==> config.mk <==
export PLATFORM = sky130hd
export DESIGN_NAME = shift_add_mult_32b_flat
export DESIGN_NICKNAME = d
export VERILOG_FILES = /design/src/rtl/mult_pkg.sv /design/src/rtl/shift_add_mult_32b_if.sv /design/src/rtl/fulladder_32b.sv /design/src/rtl/shift_add_mult_32b.sv /design/src/flat_wrapper.sv
export SDC_FILE = /design/constraint.sdc
export NUM_CORES = 1
export LEC_CHECK = 0
export ABC_AREA = 1
export CAP_MARGIN = 25
export CORE_MARGIN = 10
export CORE_UTILIZATION = 49
export DETAILED_ROUTE_END_ITERATION = 16
export GPL_TIMING_DRIVEN = 0
export PLACE_DENSITY = 0.8
export RECOVER_POWER = 25
export SLEW_MARGIN = 10
export SYNTH_ARGS = -nofsm -noshare
export SYNTH_HDL_FRONTEND = slang
export SYNTH_SLANG_ARGS = --single-unit
==> constraint.sdc <==
create_clock -name clk -period 16.6 [get_ports clk]
set_input_delay 3.32 -clock clk [delete_from_list [all_inputs] [get_ports clk]]
set_output_delay 3.32 -clock clk [all_outputs]
set_load 0.02 [all_outputs]
==> src/rtl/mult_pkg.sv <==
// Shared types and constants for the shift-and-add multiplier.
package mult_pkg;

   localparam int MULT_W    = 32;
   localparam int MULT_ITER = 32;

   typedef enum logic [1:0] {
      IDLE = 2'd0,
      RUN  = 2'd1,
      DONE = 2'd2
   } mult_state_t;

endpackage

==> src/rtl/shift_add_mult_32b_if.sv <==
// Start/busy/done handshake plus operand and result bus of the multiplier.
interface shift_add_mult_32b_if;
   import mult_pkg::*;

   logic                  start;
   logic [MULT_W-1:0]     a;
   logic [MULT_W-1:0]     b;
   logic                  busy;
   logic                  done;
   logic [2*MULT_W-1:0]   product;
   logic                  hi_nz;

   modport master (output start, a, b, input busy, done, product, hi_nz);
   modport slave  (input start, a, b, output busy, done, product, hi_nz);
endinterface

==> src/rtl/fulladder_32b.sv <==
// 32-bit ripple-carry adder; upstream arithmetic block reused by the multiplier.
module fulladder_32b (
   input  logic [31:0] a,
   input  logic [31:0] b,
   input  logic        cin,
   output logic [31:0] sum,
   output logic        cout
);

   logic [32:0] c;

   assign c[0] = cin;

   for (genvar i = 0; i < 32; i++) begin : g_fa
      assign sum[i]   = a[i] ^ b[i] ^ c[i];
      assign c[i+1]   = (a[i] & b[i]) | (c[i] & (a[i] ^ b[i]));
   end

   assign cout = c[32];

endmodule

==> src/rtl/shift_add_mult_32b.sv <==
// Sequential 32x32 unsigned shift-and-add multiplier, one multiplier bit per clock.
// Optional macro EARLY_TERM_EN: zero operands finish in one cycle without iterating.
//
// state | meaning
// IDLE  | waiting for start, product held
// RUN   | one add/shift iteration per clock, busy=1
// DONE  | one-cycle done pulse; start here chains the next operation
module shift_add_mult_32b
   import mult_pkg::*;
#(
   parameter int WIDTH = MULT_W,
   parameter int CNT_W = 6
) (
   input  logic               clk,
   input  logic               rst_n,
   shift_add_mult_32b_if.slave mif
);

   mult_state_t            state;
   logic [WIDTH-1:0]       m_q;
   logic [2*WIDTH-1:0]     p_q;
   logic [CNT_W-1:0]       cnt;
   logic                   busy_q;
   logic                   done_q;
   logic [WIDTH-1:0]       sum;
   logic                   carry;
   logic                   zero_op;

   fulladder_32b u_add (
      .a    (p_q[2*WIDTH-1:WIDTH]),
      .b    (m_q),
      .cin  (1'b0),
      .sum  (sum),
      .cout (carry)
   );

`ifdef EARLY_TERM_EN
   assign zero_op = (mif.a == '0) || (mif.b == '0);
`else
   assign zero_op = 1'b0;
`endif

   always_ff @(posedge clk) begin
      if (!rst_n) begin
         state  <= IDLE;
         m_q    <= '0;
         p_q    <= '0;
         cnt    <= '0;
         busy_q <= 1'b0;
         done_q <= 1'b0;
      end else begin
         case (state)
            IDLE, DONE: begin
               state  <= IDLE;
               busy_q <= 1'b0;
               done_q <= 1'b0;
               if (mif.start && zero_op) begin
                  m_q    <= mif.a;
                  p_q    <= '0;
                  cnt    <= '0;
                  state  <= DONE;
                  done_q <= 1'b1;
               end else if (mif.start) begin
                  m_q    <= mif.a;
                  p_q    <= {{WIDTH{1'b0}}, mif.b};
                  cnt    <= '0;
                  state  <= RUN;
                  busy_q <= 1'b1;
               end
            end
            RUN: begin
               // carry-out lands in the top bit so no partial sum is ever lost
               if (p_q[0])
                  p_q <= {carry, sum, p_q[WIDTH-1:1]};
               else
                  p_q <= {1'b0, p_q[2*WIDTH-1:1]};
               cnt <= cnt + 1'b1;
               if (cnt == CNT_W'(MULT_ITER - 1)) begin
                  state  <= DONE;
                  busy_q <= 1'b0;
                  done_q <= 1'b1;
               end
            end
            default: begin
               state  <= IDLE;
               busy_q <= 1'b0;
               done_q <= 1'b0;
            end
         endcase
      end
   end

   assign mif.busy    = busy_q;
   assign mif.done    = done_q;
   assign mif.product = p_q;
   assign mif.hi_nz   = |p_q[2*WIDTH-1:WIDTH];

endmodule
==> src/flat_wrapper.sv <==
// flat-port wrapper written by rule: the top's interface ports become plain ports
module shift_add_mult_32b_flat import mult_pkg::*;
#(
   parameter int WIDTH = MULT_W,
   parameter int CNT_W = 6
)
  (clk, rst_n, mif_start, mif_a, mif_b, mif_busy, mif_done, mif_product, mif_hi_nz);
  shift_add_mult_32b_if mif_i ();
  input  logic clk;
  input  logic rst_n;
  input wire logic [$bits(mif_i.start)-1:0] mif_start;
  input wire logic [$bits(mif_i.a)-1:0] mif_a;
  input wire logic [$bits(mif_i.b)-1:0] mif_b;
  output wire logic [$bits(mif_i.busy)-1:0] mif_busy;
  output wire logic [$bits(mif_i.done)-1:0] mif_done;
  output wire logic [$bits(mif_i.product)-1:0] mif_product;
  output wire logic [$bits(mif_i.hi_nz)-1:0] mif_hi_nz;
  assign mif_i.start = mif_start;
  assign mif_i.a = mif_a;
  assign mif_i.b = mif_b;
  assign mif_busy = mif_i.busy;
  assign mif_done = mif_i.done;
  assign mif_product = mif_i.product;
  assign mif_hi_nz = mif_i.hi_nz;
  shift_add_mult_32b #(.WIDTH(WIDTH), .CNT_W(CNT_W)) u_core (.clk(clk), .rst_n(rst_n), .mif(mif_i));
endmodule
==> results.yml, run 1 <==
critical_path:
  cp_top_family: "adder cells"
  critPathMaxStageDelay_ns: 0.50
  crit_slowest_cell: "fa_1"
  worstSetupPathType: "flip-flop to flip-flop"
  cp_data_required_time_ns: 16.89
  worst-path-buf-inv: 2
  r2r_end: "u_core.mif.product[62]"
  startpoint_type: "flip-flop"
  end_kind: "flip-flop"
  arrival_ns: 14.60
  r2r_cells: 38
  rr_startpoint: "u_core.mif.product[32]"
  cp_max_fo: 5
  worst-r2r-setup-slack_ns: 2.29
  crit_top_cell: "fa_1"
sta:
  finalSetupViolCount: 0
  hold_ws_ns: 0.457
  max_slew_margin: 0.486
  fin_crit_sh: 0.862
  hold_viol: 0
  fmax_mhz: 69.9
  period_minus_slack_ns: 14.31
  worst_pin_slew_ns: 0.768
  maxSlewViolCount: 0
  fin_skew_ns: 0.0151
  rsz0062_at_grt: "no"
  finalSetupTns_ns: 0
logic_synthesis:
  yosysWarnings: 0
  synthXorXnorAreaFrac: 0
  synth_area_per_cell_um2: 7.40
  synth_top_family_by_area: "simple AND/OR/NAND/NOR gates"
  synth.distinct_cells: 21
  ys_seq_area_frac: 0.405
  synth_compound_area_frac: 0.135
  synth_top_cell_area_share: 0.405
  synth_flop_cell: "dfxtp_1"
  synth_area_um2: 5240
  syn_nets: 808
  synthTopCellsByArea: "dfxtp_1, nand2_1, fa_1, nor2_1, a21oi_1"
  synth.area.mux_share: 0
  synth-async-reset-ratio: 0
  synth_simple_gate_area_share: 0.248
  synth_cells: 708
  ys_seq_elements: 106
  synth-edff-count: 0
  yosys.area.top_type: "dfxtp_1"
  synth_fa_ha_area_frac: 0.123
power:
  internal-power_w: 0.000413
  switching_power_w: 0.000178
  powerDensity_nw_per_um2: 85.8
  power_frac_seq: 0.484
  leakage_nw: 2.84
  switching_share: 0.301
  p_comb_frac: 0.224
  pwr-share-clk: 0.292
  vdd_drop_max_mv: 0.0438
route:
  firstDrtPassIters: 5
  final_antenna_net_count: 0
  drc: 0
  drt_iter0_drc: 346
  viasPerCell: 5.23
  totalWireLength_mm: 15.3
  avgRoutedWirePerCell_um: 15.4
  routed-via-count: 5185
global_routing:
  grt_use_total: 0.203
  grt_max_degree: 17
  grt_pass1_wl_mm: 25.1
  grt_pass1_vias: 5169
  overflow: 0
  antenna_found_initial: 0
clocking:
  clk_latency_ns: 0.37
  cts_tree: "done"
  ctsHtreeMaxLevel: 3
  cts_hold_buf: 0
  clkTransAtPathRegs_ns: 0.10
  post_cts_buffers: 0
  clockBufferDepth: 2
  cts.repair.resized: 0
  cts_made_buffers: 9
  cts.sinks: 106
  cts_root_buf: "clkbuf_8"
run_status:
  outcome: "finished, final reports clean"
layout:
  nNetsFinal: 951
  drive_gt1_frac: 0.0339
  antennaDiodeCount: 0
  syn2layout_area_growth_pct: 31.6
floorplanning:
  core_area_um2: 10400
  die_h_um: 123
  chipWidth_um: 123
  die_area_um2: 15200
  rows: 37
  initial_core_util: 0.505
  io-pin-count: 134
place:
  gp_congestion: 0.874
  dp_hpwl_mm: 12.0
  io_buffer_count: 132
worst_hold_path:
  hold_class: "flip-flop to flip-flop"
  min_to: "u_core.mif.done"
  holdCritStartpoint: "u_core.mif.done"
  hold_depth: 2
run:
  cap_viol_max_count: 0
## per-stage QoR
stage | instances | area (µm²) | total power [W] | worst slack (ns) | util
final | 992 | 6900 | 0.000592 | 2.29 | 0.665
after detailed placement | 976 | 6730 | 0.000427 | 2.28 | 0.649
after CTS | 992 | 6940 | 0.000597 | 2.18 | 0.670
after floorplan | 708 | 5240 | 0.000366 | 2.78 | -
after global placement | 976 | 6730 | 0.000423 | 2.36 | 0.649
after global routing | 992 | 6900 | 0.000623 | 1.75 | 0.665
## worst max path at each step
stage	from	endpoint	slack (ns)	cells after the start
after floorplan	u_core.mif.product[32]	u_core.mif.product[62]	2.78	38
after global placement	u_core.mif.product[32]	u_core.mif.product[62]	2.36	38
after detailed placement	u_core.mif.product[32]	u_core.mif.product[62]	2.28	38
after CTS	u_core.mif.product[32]	u_core.mif.product[62]	2.18	38
after global routing	u_core.mif.product[32]	u_core.mif.product[62]	1.75	38
final	u_core.mif.product[32]	u_core.mif.product[62]	2.29	38
## cells in the final DEF (no fill, tap or decap), drive strengths merged, types with 2 or more instances in the layout
cell / n
a21oi: 60
nand4: 4
clkdlybuf4s50: 131
nand3: 19
clkbuf: 37
bufinv: 2
ha: 2
o21ai: 45
o211ai: 24
nor2: 91
nand2: 217
buf: 15
inv: 68
fa: 31
dfxtp: 106
## cells by family after synthesis
| kind of cell | count (synthesis) |
|---|---|
| and+or+nand+nor | 332 |
| AOI/OAI and AO/OA | 129 |
| buffers and inverters | 108 |
| DFF | 106 |
| adders and majority gates | 33 |
## cells in the mapped netlist, types with 2 or more instances
library cell	n
nand2_1	216
dfxtp_1	106
nor2_1	88
inv_1	65
a21oi_1	60
o21ai_0	45
fa_1	31
o211ai_1	24
nand3_1	19
clkbuf_1	18
buf_2	14
buf_6	5
nand4_1	4
inv_2	3
buf_4	2
ha_1	2
nor2_2	2
## layer usage
layer | GRT usage | routed length (µm) | up-vias
li1 | - | - | 2505
met3 | 0.0820 | 1710 | 29
met2 | 0.344 | 7390 | 214
met4 | 0.0488 | 179 | 0
met1 | 0.235 | 6030 | 2437
met5 | 0 | 0 | -
## area by class of cell
class,count,area [µm²]
plain buffers,40,174
clock buffers,12,135
clock inverters,4,76.3
fillers,915,3470
inverters,68,255
multi-input cells,494,2640
flip-flops and latches,106,2120
well taps,136,170
repair buffers,132,1320
## power by group through the flow
stage	registers [W]	clock network [W]	logic (W)
6_report	0.000287	0.000173	0.000132
5_1_grt	0.000289	0.000186	0.000147
4_1_cts	0.000287	0.000175	0.000136
3_5_place_dp	0.000292	0	0.000135
3_3_place_gp	0.000291	0	0.000131
2_1_floorplan	0.000300	0	0.0000664
## state kept, by name, indices dropped and copies added (netlist names)
| register | count |
|---|---|
| u_core.state | 2 |
| u_core.mif.busy | 1 |
| u_core.cnt | 6 |
| u_core.mif.product | 64 |
| u_core.m_q | 32 |
| u_core.mif.done | 1 |
## worst min-delay path, cell delays in order, from the launching register on
cell and delay (ns):
dfxtp_1 0.32, inv_1 0.05, a21oi_1 0.05
No activity file was read; power rests on OpenSTA's default activity.
==> run 2: changes to the inputs <==
--- a/config.mk
+++ b/config.mk
@@ -9,6 +9,7 @@
 export CAP_MARGIN = 25
 export CORE_MARGIN = 10
 export CORE_UTILIZATION = 49
+export CTS_CLUSTER_DIAMETER = 40
 export DETAILED_ROUTE_END_ITERATION = 16
 export GPL_TIMING_DRIVEN = 0
 export PLACE_DENSITY = 0.8
==> results of run 2 <==
The final DEF is identical to that of run 1; final timing and power are the same.
==> run 3: changes to the inputs <==
--- a/config.mk
+++ b/config.mk
@@ -13,7 +13,7 @@
 export DETAILED_ROUTE_END_ITERATION = 16
 export GPL_TIMING_DRIVEN = 0
 export PLACE_DENSITY = 0.8
-export RECOVER_POWER = 25
+export RECOVER_POWER = 100
 export SLEW_MARGIN = 10
 export SYNTH_ARGS = -nofsm -noshare
 export SYNTH_HDL_FRONTEND = slang
==> run 3 against run 2 <==
Effect of this change:
- wire length down 0.37%
- clock skew fell by 0.00065 ns
- combinational power down 3%
- maximum frequency about the same
- critical path type unchanged
==> results.yml, run 3 (synthesized netlist as in run 1, its figures left out) <==
layout:
  nFillCells: 918
  largest_reg_flops: 64
  nNetsFinal: 951
  multi_input_area_um2: 2640
  seq_area_um2: 2120
  drive_gt1_frac: 0.0304
  final_cell_mix: "nand2_1, dfxtp_1, nor2_1"
  antennaDiodeCount: 0
  layout_commonest_cell: "nand2_1"
  syn2layout_area_growth_pct: 31.5
sta:
  period_minus_slack_ns: 14.30
  fmax_mhz: 69.9
  maxSlewViolCount: 0
  hold_ws_ns: 0.453
  finalSetupViolCount: 0
  max_slew_margin: 0.479
  worst_pin_slew_ns: 0.778
  fin_crit_sh: 0.861
  finalSetupTns_ns: 0
  rsz0062_at_grt: "no"
  fin_skew_ns: 0.0144
  hold_viol: 0
clocking:
  post_cts_buffers: 0
  cts_hold_buf: 0
  cts_made_buffers: 9
  cts_root_buf: "clkbuf_8"
  clockBufferDepth: 2
  ctsHtreeMaxLevel: 3
  cts_tree: "done"
  cts.sinks: 106
  clkTransAtPathRegs_ns: 0.10
  cts.repair.resized: 0
  clk_latency_ns: 0.37
floorplanning:
  chipWidth_um: 123
  rows: 37
  die_area_um2: 15200
  die_h_um: 123
  initial_core_util: 0.505
  io-pin-count: 134
  core_area_um2: 10400
power:
  leakage_nw: 3.03
  vdd_drop_max_mv: 0.0435
  powerDensity_nw_per_um2: 85.2
critical_path:
  cp_max_fo: 5
  crit_slowest_cell: "fa_1"
  rr_startpoint: "u_core.mif.product[32]"
  startpoint_type: "flip-flop"
  end_kind: "flip-flop"
  arrival_ns: 14.59
  r2r_end: "u_core.mif.product[62]"
  r2r_cells: 38
  cp_data_required_time_ns: 16.89
  worst-r2r-setup-slack_ns: 2.30
  critPathMaxStageDelay_ns: 0.50
  crit_top_cell: "fa_1"
  worstSetupPathType: "flip-flop to flip-flop"
place:
  dp_hpwl_mm: 12.0
  io_buffer_count: 132
  gp_congestion: 0.874
global_routing:
  grt_pass1_vias: 5169
  antenna_found_initial: 0
  overflow: 0
  grt_pass1_wl_mm: 25.1
  grt_max_degree: 17
  grt_use_total: 0.203
route:
  routed-via-count: 5172
  firstDrtPassIters: 7
  totalWireLength_mm: 15.2
  viasPerCell: 5.21
  drc: 0
  drt_iter0_drc: 387
  avgRoutedWirePerCell_um: 15.4
  final_antenna_net_count: 0
worst_hold_path:
  holdCritStartpoint: "u_core.mif.done"
  min_to: "u_core.mif.done"
  hold_class: "flip-flop to flip-flop"
  hold_depth: 2
run:
  cap_viol_max_count: 0
run_status:
  outcome: "finished, final reports clean"
## run 3: critical path: cells and delay by family, from the launching register on
| kind | cells | cell delay [ns] |
|---|---|---|
| adders and majority gates | 32 | 13.40 |
| DFF | 1 | 0.37 |
| AOI/OAI and AO/OA | 2 | 0.20 |
| buffers and inverters | 2 | 0.14 |
| and+or+nand+nor | 2 | 0.12 |
## run 3: worst max-delay path by stage
stage                                        end                    from  slack [ns]
after floorplan           u_core.mif.product[62]  u_core.mif.product[32]        2.78
after global placement    u_core.mif.product[62]  u_core.mif.product[32]        2.36
after detailed placement  u_core.mif.product[62]  u_core.mif.product[32]        2.28
after CTS                 u_core.mif.product[62]  u_core.mif.product[32]        2.18
after global routing      u_core.mif.product[62]  u_core.mif.product[32]        1.75
final                     u_core.mif.product[62]  u_core.mif.product[32]        2.30
## run 3: layout make-up
type / count / share of cell area
multi-input cells: 494 / 0.383
flip-flops and latches: 106 / 0.308
repair buffers: 132 / 0.192
inverters: 68 / 0.0370
plain buffers: 40 / 0.0247
well taps: 136 / 0.0247
clock buffers: 12 / 0.0196
clock inverters: 4 / 0.0111
## run 3: power by group
part / leakage [nW] / internal [W] / switching (W)
Sequential: 0.868 / 0.000271 / 0.0000150
Combinational: 2.06 / 0.0000528 / 0.0000755
Clock: 0.101 / 0.0000856 / 0.0000873
Total: 3.03 / 0.000410 / 0.000178
## run 3: routing by layer
| metal | track usage | share of wire | vias up |
|---|---|---|---|
| met2 | 0.344 | 0.48 | 212 |
| met1 | 0.235 | 0.39 | 2436 |
| met5 | 0 | 0 | - |
| met4 | 0.0488 | 0.011 | 0 |
| li1 | - | - | 2503 |
| met3 | 0.0820 | 0.11 | 21 |
## run 3: metrics by stage
stage	area [µm²]	total power [W]	std cells	setup WS, ns	util
floorplan	5240	0.000366	708	2.78	-
global placement	6730	0.000423	976	2.36	0.649
detailed placement	6730	0.000427	976	2.28	0.649
CTS	6940	0.000597	992	2.18	0.670
global route	6890	0.000619	992	1.75	0.665
finish	6890	0.000588	992	2.30	0.665
